`src/rtl/spell_rambus_sram_if.sv`:
```
// -----------------------------------------------------------------------------
// spell_rambus_sram_if
//   Wishbone classic bus between the spell core's RAMBus master port and the
//   byte-serialising SRAM slave.
//
//   i_wb_cyc   master -> slave  bus cycle
//   i_wb_stb   master -> slave  strobe
//   i_wb_we    master -> slave  1 = write, 0 = read
//   i_wb_sel   master -> slave  byte-lane select, bit k = bits [8k+7:8k]
//   i_wb_addr  master -> slave  byte address
//   i_wb_data  master -> slave  write data
//   o_wb_ack   slave -> master  single-cycle acknowledge
//   o_wb_data  slave -> master  read data, held until the next read completes
// -----------------------------------------------------------------------------
interface spell_rambus_sram_if;
   logic        i_wb_cyc;
   logic        i_wb_stb;
   logic        i_wb_we;
   logic [3:0]  i_wb_sel;
   logic [31:0] i_wb_addr;
   logic [31:0] i_wb_data;
   logic        o_wb_ack;
   logic [31:0] o_wb_data;

   modport master (
      output i_wb_cyc, i_wb_stb, i_wb_we, i_wb_sel, i_wb_addr, i_wb_data,
      input  o_wb_ack, o_wb_data
   );

   modport slave (
      input  i_wb_cyc, i_wb_stb, i_wb_we, i_wb_sel, i_wb_addr, i_wb_data,
      output o_wb_ack, o_wb_data
   );
endinterface

```
`src/rtl/spell_rambus_sram.sv`:
```
// -----------------------------------------------------------------------------
// spell_rambus_sram
//   Serves 32-bit Wishbone word accesses from an 8-bit-wide SRAM macro by
//   splitting each word into up to four sequential byte accesses.
//
//   wb_clk_i     in   clock, rising edge
//   wb_rst_i     in   synchronous active-high reset
//   wb           slave modport of spell_rambus_sram_if (Wishbone side)
//   o_ram_en     out  macro access enable (active-high)
//   o_ram_we     out  macro write enable, only meaningful with o_ram_en
//   o_ram_addr   out  macro byte address = {word index, lane}
//   o_ram_wdata  out  macro write byte
//   i_ram_rdata  in   macro read byte, valid the cycle after its enable
// -----------------------------------------------------------------------------
module spell_rambus_sram #(
   parameter int WORD_AW = 7
) (
   input  logic                 wb_clk_i,
   input  logic                 wb_rst_i,
   spell_rambus_sram_if.slave   wb,
   output logic                 o_ram_en,
   output logic                 o_ram_we,
   output logic [WORD_AW+1:0]   o_ram_addr,
   output logic [7:0]           o_ram_wdata,
   input  logic [7:0]           i_ram_rdata
);

   typedef enum logic [1:0] {IDLE, WRITE, READ, ACK} state_t;

   state_t             state;
   logic [WORD_AW-1:0] word_q;   // latched word index
   logic [31:0]        data_q;   // latched write data
   logic [3:0]         pend_q;   // write lanes still to be issued
   logic [2:0]         step_q;   // cycles spent in READ

   // Lowest set lane of a 4-bit mask (mask assumed non-zero by callers).
   function automatic logic [1:0] low_lane(input logic [3:0] m);
      if (m[0])      return 2'd0;
      else if (m[1]) return 2'd1;
      else if (m[2]) return 2'd2;
      else           return 2'd3;
   endfunction

   function automatic logic [7:0] lane_byte(input logic [31:0] d, input logic [1:0] l);
      return d[{l, 3'b000} +: 8];
   endfunction

   logic [WORD_AW-1:0] req_word;
   logic [1:0]         req_lane;   // first selected lane of an incoming write
   logic [1:0]         pend_lane;  // next pending lane of the current write
   logic [1:0]         cap_lane;   // lane whose read byte arrives this cycle

   assign req_word  = wb.i_wb_addr[WORD_AW+1:2];
   assign req_lane  = low_lane(wb.i_wb_sel);
   assign pend_lane = low_lane(pend_q);
   // Enable for lane k is issued at step k-1, so its data arrives at step k+1.
   assign cap_lane  = step_q[1:0] - 2'd1;

   // Address bits outside the word index alias onto the same memory.
   logic unused_addr;
   assign unused_addr = ^{wb.i_wb_addr[31:WORD_AW+2], wb.i_wb_addr[1:0]};

   always_ff @(posedge wb_clk_i) begin
      // NOTE: every register here is assigned with <= so all of them update
      // from the same pre-edge values; mixing in = would make the result
      // depend on statement order.
      if (wb_rst_i) begin
         state        <= IDLE;
         word_q       <= '0;
         data_q       <= '0;
         pend_q       <= '0;
         step_q       <= '0;
         wb.o_wb_ack  <= 1'b0;
         wb.o_wb_data <= '0;
         o_ram_en     <= 1'b0;
         o_ram_we     <= 1'b0;
         o_ram_addr   <= '0;
         o_ram_wdata  <= '0;
      end else begin
         wb.o_wb_ack <= 1'b0;

         case (state)
            IDLE: begin
               o_ram_en <= 1'b0;
               o_ram_we <= 1'b0;
               if (wb.i_wb_cyc && wb.i_wb_stb) begin
                  word_q <= req_word;
                  data_q <= wb.i_wb_data;
                  step_q <= '0;
                  if (wb.i_wb_we) begin
                     if (wb.i_wb_sel == 4'b0000) begin
                        pend_q      <= '0;
                        wb.o_wb_ack <= 1'b1;
                        state       <= ACK;
                     end else begin
                        // First lane is issued straight from the request so
                        // the enable lands in cycle 1.
                        o_ram_en    <= 1'b1;
                        o_ram_we    <= 1'b1;
                        o_ram_addr  <= {req_word, req_lane};
                        o_ram_wdata <= lane_byte(wb.i_wb_data, req_lane);
                        pend_q      <= wb.i_wb_sel & ~(4'b0001 << req_lane);
                        state       <= WRITE;
                     end
                  end else begin
                     o_ram_en   <= 1'b1;
                     o_ram_addr <= {req_word, 2'd0};
                     state      <= READ;
                  end
               end
            end

            WRITE: begin
               if (!wb.i_wb_cyc) begin
                  o_ram_en <= 1'b0;
                  o_ram_we <= 1'b0;
                  state    <= IDLE;
               end else if (pend_q != 4'b0000) begin
                  o_ram_en    <= 1'b1;
                  o_ram_we    <= 1'b1;
                  o_ram_addr  <= {word_q, pend_lane};
                  o_ram_wdata <= lane_byte(data_q, pend_lane);
                  pend_q      <= pend_q & ~(4'b0001 << pend_lane);
               end else begin
                  o_ram_en    <= 1'b0;
                  o_ram_we    <= 1'b0;
                  wb.o_wb_ack <= 1'b1;
                  state       <= ACK;
               end
            end

            READ: begin
               if (!wb.i_wb_cyc) begin
                  o_ram_en <= 1'b0;
                  state    <= IDLE;
               end else begin
                  step_q <= step_q + 3'd1;
                  // Steps 0..2 issue lanes 1..3; lane 0 was issued from IDLE.
                  if (step_q < 3'd3) begin
                     o_ram_en   <= 1'b1;
                     o_ram_addr <= {word_q, step_q[1:0] + 2'd1};
                  end else begin
                     o_ram_en <= 1'b0;
                  end
                  if (step_q != 3'd0) begin
                     wb.o_wb_data[{cap_lane, 3'b000} +: 8] <= i_ram_rdata;
                  end
                  if (step_q == 3'd4) begin
                     wb.o_wb_ack <= 1'b1;
                     state       <= ACK;
                  end
               end
            end

            ACK: begin
               // Strobe is deliberately not sampled here.
               o_ram_en <= 1'b0;
               o_ram_we <= 1'b0;
               state    <= IDLE;
            end

            default: state <= IDLE;
         endcase
      end
   end

endmodule

```
`src/flat_wrapper.sv`:
```
// flat-port wrapper written by rule: the top's interface ports become plain ports
module spell_rambus_sram_flat 
#(
   parameter int WORD_AW = 7
)
  (wb_clk_i, wb_rst_i, o_ram_en, o_ram_we, o_ram_addr, o_ram_wdata, i_ram_rdata, wb_i_wb_cyc, wb_i_wb_stb, wb_i_wb_we, wb_i_wb_sel, wb_i_wb_addr, wb_i_wb_data, wb_o_wb_ack, wb_o_wb_data);
  spell_rambus_sram_if wb_i ();
  input  logic wb_clk_i;
  input  logic wb_rst_i;
  output logic o_ram_en;
  output logic o_ram_we;
  output logic [WORD_AW+1:0] o_ram_addr;
  output logic [7:0] o_ram_wdata;
  input  logic [7:0] i_ram_rdata;
  input wire logic [$bits(wb_i.i_wb_cyc)-1:0] wb_i_wb_cyc;
  input wire logic [$bits(wb_i.i_wb_stb)-1:0] wb_i_wb_stb;
  input wire logic [$bits(wb_i.i_wb_we)-1:0] wb_i_wb_we;
  input wire logic [$bits(wb_i.i_wb_sel)-1:0] wb_i_wb_sel;
  input wire logic [$bits(wb_i.i_wb_addr)-1:0] wb_i_wb_addr;
  input wire logic [$bits(wb_i.i_wb_data)-1:0] wb_i_wb_data;
  output wire logic [$bits(wb_i.o_wb_ack)-1:0] wb_o_wb_ack;
  output wire logic [$bits(wb_i.o_wb_data)-1:0] wb_o_wb_data;
  assign wb_i.i_wb_cyc = wb_i_wb_cyc;
  assign wb_i.i_wb_stb = wb_i_wb_stb;
  assign wb_i.i_wb_we = wb_i_wb_we;
  assign wb_i.i_wb_sel = wb_i_wb_sel;
  assign wb_i.i_wb_addr = wb_i_wb_addr;
  assign wb_i.i_wb_data = wb_i_wb_data;
  assign wb_o_wb_ack = wb_i.o_wb_ack;
  assign wb_o_wb_data = wb_i.o_wb_data;
  spell_rambus_sram #(.WORD_AW(WORD_AW)) u_core (.wb_clk_i(wb_clk_i), .wb_rst_i(wb_rst_i), .wb(wb_i), .o_ram_en(o_ram_en), .o_ram_we(o_ram_we), .o_ram_addr(o_ram_addr), .o_ram_wdata(o_ram_wdata), .i_ram_rdata(i_ram_rdata));
endmodule
```
`config.mk`:
```
export PLATFORM = sky130hd
export DESIGN_NAME = spell_rambus_sram_flat
export DESIGN_NICKNAME = d
export VERILOG_FILES = /design/src/rtl/spell_rambus_sram_if.sv /design/src/rtl/spell_rambus_sram.sv /design/src/flat_wrapper.sv
export SDC_FILE = /design/constraint.sdc
export NUM_CORES = 1
export LEC_CHECK = 0
export CAP_MARGIN = 25
export CORE_UTILIZATION = 45
export DETAILED_ROUTE_END_ITERATION = 7
export DONT_BUFFER_PORTS = 1
export PLACE_DENSITY = 0.61
export SETUP_SLACK_MARGIN = 0.15
export SKIP_LAST_GASP = 1
export SYNTH_ARGS = -nofsm -noshare
export SYNTH_HDL_FRONTEND = slang
export SYNTH_SLANG_ARGS = --single-unit
```
`constraint.sdc`:
```
create_clock -name wb_clk_i -period 2.05 [get_ports wb_clk_i]
set_input_delay 0.1025 -clock wb_clk_i [delete_from_list [all_inputs] [get_ports wb_clk_i]]
set_output_delay 0.1025 -clock wb_clk_i [all_outputs]
set_load 0.01 [all_outputs]
```
# --- Yosys cells after proc, flatten, opt, wreduce, memory -nomap -nowiden ---
# Index checks and enable logic that the tools add are counted.
word_totals:
  wordCells: 113
  output_inout_bits: 52
  inputBits: 81
  register_bits: 100
classes:
  n_eq_ne: 14
  order_cmp: 1
  n_shift: 6
  reduce_logical: 16
  n_mux: 57
  n_bitwise: 4
  add_sub_neg: 4
op_table:
  columns: ["op", "count"]
  rows:
  - ["32-bit by 6-bit variable part select with 8-bit output", 2]
  - ["9-bit 2-to-1 mux", 7]
  - ["8-bit 2-to-1 mux", 5]
  - ["32-bit bitwise mux", 1]
  - ["8-bit by 7-bit variable shift with 32-bit output (first input constant)", 1]
  - ["8-bit by 7-bit variable part select with 32-bit output", 1]
  - ["9-bit case mux with 3 select lines", 1]
  - ["2-bit 2-to-1 mux", 11]
  - ["4-bit 2-to-1 mux", 5]
  - ["1-bit 2-to-1 mux", 18]
  - ["8-bit case mux with 2 select lines", 1]
  - ["3-bit AND reduction", 3]
  - ["3-bit nonzero test", 3]
  - ["4-bit bitwise AND", 2]
  - ["2-bit inequality test (second input constant)", 4]
  - ["4-bit inverter", 2]
  - ["2-bit case mux with 4 select lines", 1]
  - ["4-bit case mux with 2 select lines", 1]
  - ["1-bit by 2-bit left shift with 4-bit output (first input constant)", 2]
  - ["5-bit negation with 7-bit output", 1]
  - ["7-bit AND reduction", 1]
  - ["3-bit 2-to-1 mux", 2]
  - ["2-bit by 1-bit inequality test with 1-bit output (second input constant)", 3]
  - ["3-bit inequality test (second input constant)", 2]
  - ["other kinds (19)", 22]

# --- Longest topological paths before layout ---
# Gate-level depths: netlist of the first run.
logic_depth:
  word_depth: 10
  mapped_depth: 9
  mapped_depth_nobuf: 6

# --- Worst setup path after synthesis of the first run ---
# Ideal clock, no wire load.
synth_path:
  path_kind: "reg2reg"
  startpoint: "register u_core.state[1]"
  endpoint: "register u_core.o_ram_addr[1]"
  n_path_buf: 1
  period_less_slack_ps: 1875
  arrival_time_ps: 1751
  required_ps: 1927
  slack_ps: 175
  stages_incl_launch_ff: 8
  setup_ps: 123
  cell_sequence: "dfxtp_1 -> inv_1 -> ha_1 -> clkbuf_1 -> clkinv_1 -> a211oi_1 -> nor3_1 -> mux2_1"
synth_via:
  elab_chain_len: 3
  elab_cells_between_ends: 12
  classes_between: "8 x eq/ne; 1 x mux; 3 x reduce/logical"
synth_lines:
  columns: ["element", "line_no", "source"]
  rows:
  - ["start: declaration", "spell_rambus_sram.sv:30", "state_t state;"]
  - ["start signal: assignment", "spell_rambus_sram.sv:68", "state <= IDLE;"]
  - ["start signal: assignment", "spell_rambus_sram.sv:94", "state <= ACK;"]
  - ["start signal: assignment", "spell_rambus_sram.sv:103", "state <= WRITE;"]
  - ["2-bit equality test (tied with other cells)", "spell_rambus_sram.sv:82", "case (state)"]
  - ["2-bit by 1-bit inequality test with 1-bit output (no line) (tied with other cells)", null, null]
  - ["7-bit AND reduction (no line)", null, null]
  - ["end signal: assignment", "spell_rambus_sram.sv:100", "o_ram_addr <= {req_word, req_lane};"]
  - ["end signal: assignment", "spell_rambus_sram.sv:107", "o_ram_addr <= {req_word, 2'd0};"]
  - ["end signal: assignment", "spell_rambus_sram.sv:121", "o_ram_addr <= {word_q, pend_lane};"]
  - ["end: declaration", "spell_rambus_sram.sv:23", "output logic [WORD_AW+1:0] o_ram_addr,"]
# Several ways; a longest one is shown, not always the timed one.
# A chain may end at the register's enable or synchronous reset.

# --- Worst setup path after layout of the first run ---
layout_path:
  startpoint: "register u_core.state[0]"
  endpoint: "register u_core.o_ram_addr[5]"
# Same word-level chain as after synthesis.

==> impl_metrics.toml, run 1 <==
[run_status]
outcome = "finished with violations"
violations = "negative hold slack"

[cts]
root_buffer = "clkbuf_8"
clkLatencyLatePin_ns = 0.37
htreeDepth = 3
clkSlewWorstSetupHoldPaths_ns = 0.11
clock-sinks = 100
cts_tree = "yes"
numCtsBuffers = 9
clockBufferDepth = 2

[grt]
grt_pass1_wl_um = 19460
grt-ovfl-total = 0
grt_pass1_vias = 3947
grt_usage = 0.2201
antenna_found_initial = 0
grt_max_degree = 97

[drt]
drc = 0
routed_wl_um = 12100
wire_per_inst_um = 17.09
first_iter_violations = 243
via_count = 4052
drtPass1Iterations = 5
postRouteAntennaNets = 0
viasPerCell = 5.723

[timing]
whs_ns = -0.2117
relSlewSlack = 0.6632
setup_viol = 0
hold_violations = 91
min_period_ns = 1.770
setup_tns_ns = 0
fin_crit_sh = 0.8634
skew_ns = 0.01729
tightest_slew_ns = 0.5015
fmax_mhz = 565.0
rsz0062_at_grt = "true"
maxSlewViolCount = 0

[synth]
synth_cell_type_count = 48
syn_area_um2 = 4813
synth-seq-cells = 100
syn_avg_cell_area_um2 = 8.386
synth-edff-count = 0
yosysSeqAreaShare = 0.4159
yosys_warnings = 0
synthCells = 574
ys_async_sr_fraction = 0
ys.flop_type = "dfxtp_1"
syn_nets = 667

[worst_setup_path]
cp-startpoint = "u_core.state[0]$_SDFFE_PP0P_"
worstSetupStartpointType = "flop"
cp-endpoint = "u_core.o_ram_addr[5]$_SDFFE_PP0P_"
endpoint_kind = "flop"
cp_slowest_cell = "dfxtp_1"
slowest_delay_ns = 0.34
crit_chain = "inv_1, ha_2, a21bo_2, a21boi_2, and3_2, a311oi_2"
timing.rr.start = "u_core.state[0]$_SDFFE_PP0P_"
crit_required_ns = 2.34
reg2reg_to = "u_core.o_ram_addr[5]$_SDFFE_PP0P_"
cp.arrival_ns = 2.06
path_max_fanout = 8
reg2reg_depth = 6
crit_type = "flop to flop"
rrSetupSlack_ns = 0.28

[die]
ios = 133
initial_core_util = 0.4642
die_w_um = 105.4
die_y_um = 105.4
fp.dieArea_um2 = 11110
num_rows = 37
placeableCoreArea_um2 = 10370

[cells_and_area]
nNetsFinal = 661
nFillCells = 1040
area_growth_pct = 8.318
drive_gt1_frac = 0.1171
final_cell_mix = "nand2_1, dfxtp_1, a21oi_1"
num_antenna_cells = 0
fin_cells = 708
regArea_um2 = 2004
multi_input_comb_area_um2 = 2624
mostFrequentLayoutCell = "nand2_1"

[min_path]
hold_class = "input pin to flop"
min_path_cells = 1

[placed_design]
io_buffer_count = 0
gp_congestion = 0.8245
dpl.cell_count = 690
dp_hpwl_um = 8642

[power_and_ir_drop]
p_leak_nw = 1.804
powerDensity_nw_per_um2 = 968.9
peakVddDrop_uv = 426.6

[run]
cap_violations = 0
==> through the flow <==
| step | power [mW] | utilization | worst slack, ns | cell area (µm²) |
|---|---|---|---|---|
| 2_1_floorplan | 3.501 | - | 0.1752 | 4813 |
| 3_3_place_gp | 3.831 | 0.4791 | 0.1296 | 4969 |
| 3_5_place_dp | 3.873 | 0.4791 | 0.07907 | 4969 |
| 4_1_cts | 5.060 | 0.4975 | 0.1822 | 5159 |
| 5_1_grt | 5.360 | 0.5028 | 0.1448 | 5214 |
| 6_report | 5.052 | 0.5028 | 0.2801 | 5214 |
==> worst min-delay path by stage <==
stage / start / end / slack [ns]
floorplan: wb_i_wb_data[10] / u_core.data_q[10]$_SDFFE_PP0P_ / 0.24
global placement: wb_rst_i / u_core.o_ram_addr[5]$_SDFFE_PP0P_ / 0.18
detailed placement: wb_rst_i / u_core.o_ram_addr[7]$_SDFFE_PP0P_ / 0.18
CTS: wb_rst_i / u_core.o_ram_addr[7]$_SDFFE_PP0P_ / -0.23
global route: wb_rst_i / u_core.o_ram_addr[8]$_SDFFE_PP0P_ / -0.24
finish: wb_rst_i / u_core.o_ram_addr[7]$_SDFFE_PP0P_ / -0.21
==> cell type report <==
cell class | count | share of cell area
Multi-Input combinational cell | 423 | 0.5032
Sequential cell | 100 | 0.3844
Timing Repair Buffer | 25 | 0.04008
Inverter | 9 | 0.006479
Clock inverter | 6 | 0.009359
Clock buffer | 9 | 0.02376
Tap cell | 136 | 0.03264
==> what timing repair did <==
| item | in CTS | in global routing |
|---|---|---|
| gates resized for setup | 2 | 12 |
| pin swaps | 0 | 1 |
| setup endpoints to repair | 15 | 66 |
| setup buffers | 0 | 1 |
| cloned | 0 | 0 |
| hold buffers | 1 | 1 |
| endpoints found under the hold margin | 92 | 91 |
==> power by group <==
part | switching, mW | internal, mW | leakage, nW
logic | 0.858 | 0.666 | 0.907
clock network | 0.736 | 0.451 | 0.0840
registers | 0.181 | 2.16 | 0.812
total | 1.77 | 3.28 | 1.80
==> synthesized netlist by cell type, drive strengths merged (2+ instances only) <==
cell type	instances	area, µm²
a21boi	2	18.77
ha	12	150.1
inv	7	26.27
nand3	33	165.2
dfxtp	100	2002
o211ai	16	120.1
o21ai	6	30.02
nor3b	4	30.03
nand3b	2	15.01
nor4	3	63.81
a32o	8	80.08
mux2	18	202.7
a311oi	7	105.1
buf	18	90.09
nor2b	4	25.02
a22oi	8	60.06
and3	7	43.79
nand2b	12	75.07
nor2	28	105.1
a21oi	67	335.3
clkbuf	24	90.09
and2	5	31.28
o32ai	3	45.05
nand2	131	491.7
clkinv	2	7.510
a211oi	3	22.52
nor3	4	25.02
mux2i	14	140.1
a31oi	15	93.84
==> sequential cells by signal, summed over array words and instances (netlist names), 2 cells and up <==
signal	cells
u_core.state	2
u_core.step_q	3
u_core.wb.o_wb_data	32
u_core.o_ram_wdata	8
u_core.data_q	32
u_core.word_q	7
u_core.o_ram_addr	9
u_core.pend_q	4
==> per-layer routing <==
layer	share of wire	global-route usage	vias up
li1	-	-	2003
met1	0.42	0.2721	1940
met2	0.49	0.3689	100
met3	0.082	0.07421	9
met4	0.0074	0.05030	0
met5	0	0	-
==> cells by family (layout without fill, tap and decap cells) <==
| logic type | count (synthesis) | count (layout) | share of synthesized area |
|---|---|---|---|
| buffers and inverters | 51 | 49 | 0.04445 |
| adder cells (fa/ha/maj) | 12 | 12 | 0.03119 |
| AND/OR/NAND/NOR | 235 | 235 | 0.2269 |
| XOR/XNOR | 1 | 1 | 0.001820 |
| AO/OA/AOI/OAI | 143 | 143 | 0.2085 |
| flip-flops | 100 | 100 | 0.4159 |
| multiplexers | 32 | 32 | 0.07122 |
==> worst max-delay path, delay by kind of cell, from the launching register on <==
family,cells,cell delay [ns]
AO/OA/AOI/OAI,3,0.62
flip-flops,1,0.34
AND/OR/NAND/NOR,1,0.29
adder cells (fa/ha/maj),1,0.28
buffers and inverters,1,0.16
Power figures use the tool's default switching activity.
==> run 2: changes to the inputs <==
--- a/config.mk
+++ b/config.mk
@@ -6,6 +6,7 @@
 export NUM_CORES = 1
 export LEC_CHECK = 0
 export CAP_MARGIN = 25
+export CORE_MARGIN = 5
 export CORE_UTILIZATION = 45
 export DETAILED_ROUTE_END_ITERATION = 7
 export DONT_BUFFER_PORTS = 1
==> run 2 against run 1 <==
- die area rose by 16%
- global-route usage fell by 2.6 points
- combinational power barely moved
- the flow still finishes with violations (negative hold slack)
- power rose by 2.0%
- non-clock buffer count did not move
- clock power rose by 8%
- largest power group unchanged
- fmax fell by 2.5%
==> impl_metrics.toml, run 2 (synthesis gave the netlist of run 1 again) <==
[power_and_ir_drop]
internal-power_mw = 3.407
p_comb_frac = 0.296
p_seq_frac = 0.454
p_leak_nw = 1.811
power.net_switching_mw = 1.748
clock_power_share = 0.250
powerDensity_nw_per_um2 = 981.4
peakVddDrop_uv = 440.3
p_total_mw = 5.155
p_sw_frac = 0.3390

[cts]
cts_setup_buffers = 0
clkSlewWorstSetupHoldPaths_ns = 0.10
clkLatencyLatePin_ns = 0.37
htreeDepth = 3
clockBufferDepth = 2
root_buffer = "clkbuf_8"
numCtsBuffers = 9
clock-sinks = 100
ctsHoldBuffers = 3
cts_tree = "yes"

[worst_setup_path]
cp.arrival_ns = 2.09
endpoint_kind = "flop"
path_max_fanout = 7
rrSetupSlack_ns = 0.24
worstSetupStartpointType = "flop"
reg2reg_depth = 6
crit_required_ns = 2.33
timing.rr.start = "u_core.state[0]$_SDFFE_PP0P_"
reg2reg_to = "u_core.o_ram_addr[2]$_SDFFE_PP0P_"
crit_type = "flop to flop"

[run]
cap_violations = 0

[timing]
fin_crit_sh = 0.8852
hold_violations = 91
skew_ns = 0.01361
rsz0062_at_grt = "false"
setup_tns_ns = 0
min_period_ns = 1.815
relSlewSlack = 0.6209
setup_viol = 0
setup_slack_ns = 0.2354
whs_ns = -0.2025
fmax_mhz = 551.1
maxSlewViolCount = 0
tightest_slew_ns = 0.5679

[drt]
first_iter_violations = 247
drc = 0
drtPass1Iterations = 4
viasPerCell = 5.650
routed_wl_um = 12620
via_count = 4006
postRouteAntennaNets = 0
wire_per_inst_um = 17.80

[min_path]
hold_start = "wb_rst_i"
min_to = "u_core.word_q[6]$_SDFFE_PP0P_"
min_path_cells = 1
hold_class = "input pin to flop"

[die]
fp.dieArea_um2 = 12870
die_w_um = 113.4
num_rows = 37
placeableCoreArea_um2 = 10370
ios = 133
die_y_um = 113.4
initial_core_util = 0.4642

[cells_and_area]
final_cell_mix = "nand2_1, dfxtp_1, a21oi_1"
area_growth_pct = 9.124
num_antenna_cells = 0
mostFrequentLayoutCell = "nand2_1"
nNetsFinal = 661
nFillCells = 1014
drive_gt1_frac = 0.1169
fin_cells = 709
stdcell_area_um2 = 5253
reg_top3 = "u_core.data_q x32, u_core.wb.o_wb_data x32, u_core.o_ram_addr x9"

[grt]
grt-ovfl-total = 0
grt_pass1_vias = 3968
grt_max_degree = 97
grt_usage = 0.1938
grt_pass1_wl_um = 20090
antenna_found_initial = 0

[placed_design]
gp_congestion = 0.8726
dp_hpwl_um = 8981
io_buffer_count = 0
dpl.cell_count = 690
dp_worst_setup_slack_ns = 0.06441
dpl_cell_area_um2 = 4981

[run_status]
violations = "negative hold slack"
outcome = "finished with violations"
-- run 2: worst max path at each step --
stage                                                 to  slack, ns                         start
finish                 u_core.o_ram_addr[2]$_SDFFE_PP0P_       0.24  u_core.state[0]$_SDFFE_PP0P_
global route        u_core.wb.o_wb_data[21]$_SDFFE_PP0P_       0.16  u_core.state[0]$_SDFFE_PP0P_
CTS                   u_core.o_ram_wdata[3]$_SDFFE_PP0P_       0.15  u_core.state[0]$_SDFFE_PP0P_
detailed placement     u_core.o_ram_addr[8]$_SDFFE_PP0P_       0.06  u_core.state[0]$_SDFFE_PP0P_
floorplan              u_core.o_ram_addr[1]$_SDFFE_PP0P_       0.18  u_core.state[1]$_SDFFE_PP0P_
global placement      u_core.o_ram_wdata[0]$_SDFFE_PP0P_       0.12  u_core.state[0]$_SDFFE_PP0P_
-- run 2: critical path, stage by stage (launching register included) --
cell	delay [ns]
dfxtp_1	0.34
inv_1	0.16
ha_2	0.30
a21bo_2	0.26
a21boi_2	0.16
and3_2	0.29
a311oi_2	0.21
-- run 2: per-layer routing --
metal | part of all wire | vias up | track usage
met5 | 0 | - | 0
met4 | 0.0059 | 0 | 0.04407
li1 | - | 2006 | -
met3 | 0.083 | 8 | 0.06844
met1 | 0.42 | 1895 | 0.2427
met2 | 0.49 | 97 | 0.3219
-- run 2: layout make-up --
type                    instances  area, µm²  area share
repair buffers                 25      211.5     0.04026
well taps                     136      170.2     0.03240
multi-input cells             423       2635      0.5017
inverters                       9      33.78    0.006432
flip-flops and latches        100       2003      0.3814
clock inverters                 6      71.32     0.01358
clock buffers                  10      127.6     0.02430
-- run 2: metrics by stage --
| step | util | hold WS, ns |
|---|---|---|
| after floorplan | - | 0.2385 |
| final | 0.5065 | -0.2025 |
| after global routing | 0.5065 | -0.2259 |
| after global placement | 0.4803 | 0.1797 |
| after CTS | 0.5031 | -0.2257 |
| after detailed placement | 0.4803 | 0.1804 |
-- run 2: timing repair --
action	in CTS	in global routing
endpoints found under the hold margin	93	91
pin swaps	0	0
setup endpoints to repair	15	86
resized for setup	2	14
-- run 2: power by group through the flow --
| stage | clock network (mW) | registers (mW) | logic (mW) |
|---|---|---|---|
| after CTS | 1.34 | 2.35 | 1.51 |
| after global placement | 0 | 2.38 | 1.46 |
| after floorplan | 0 | 2.35 | 1.15 |
| after detailed placement | 0 | 2.39 | 1.48 |
| after global routing | 1.40 | 2.37 | 1.69 |
| final | 1.29 | 2.34 | 1.53 |
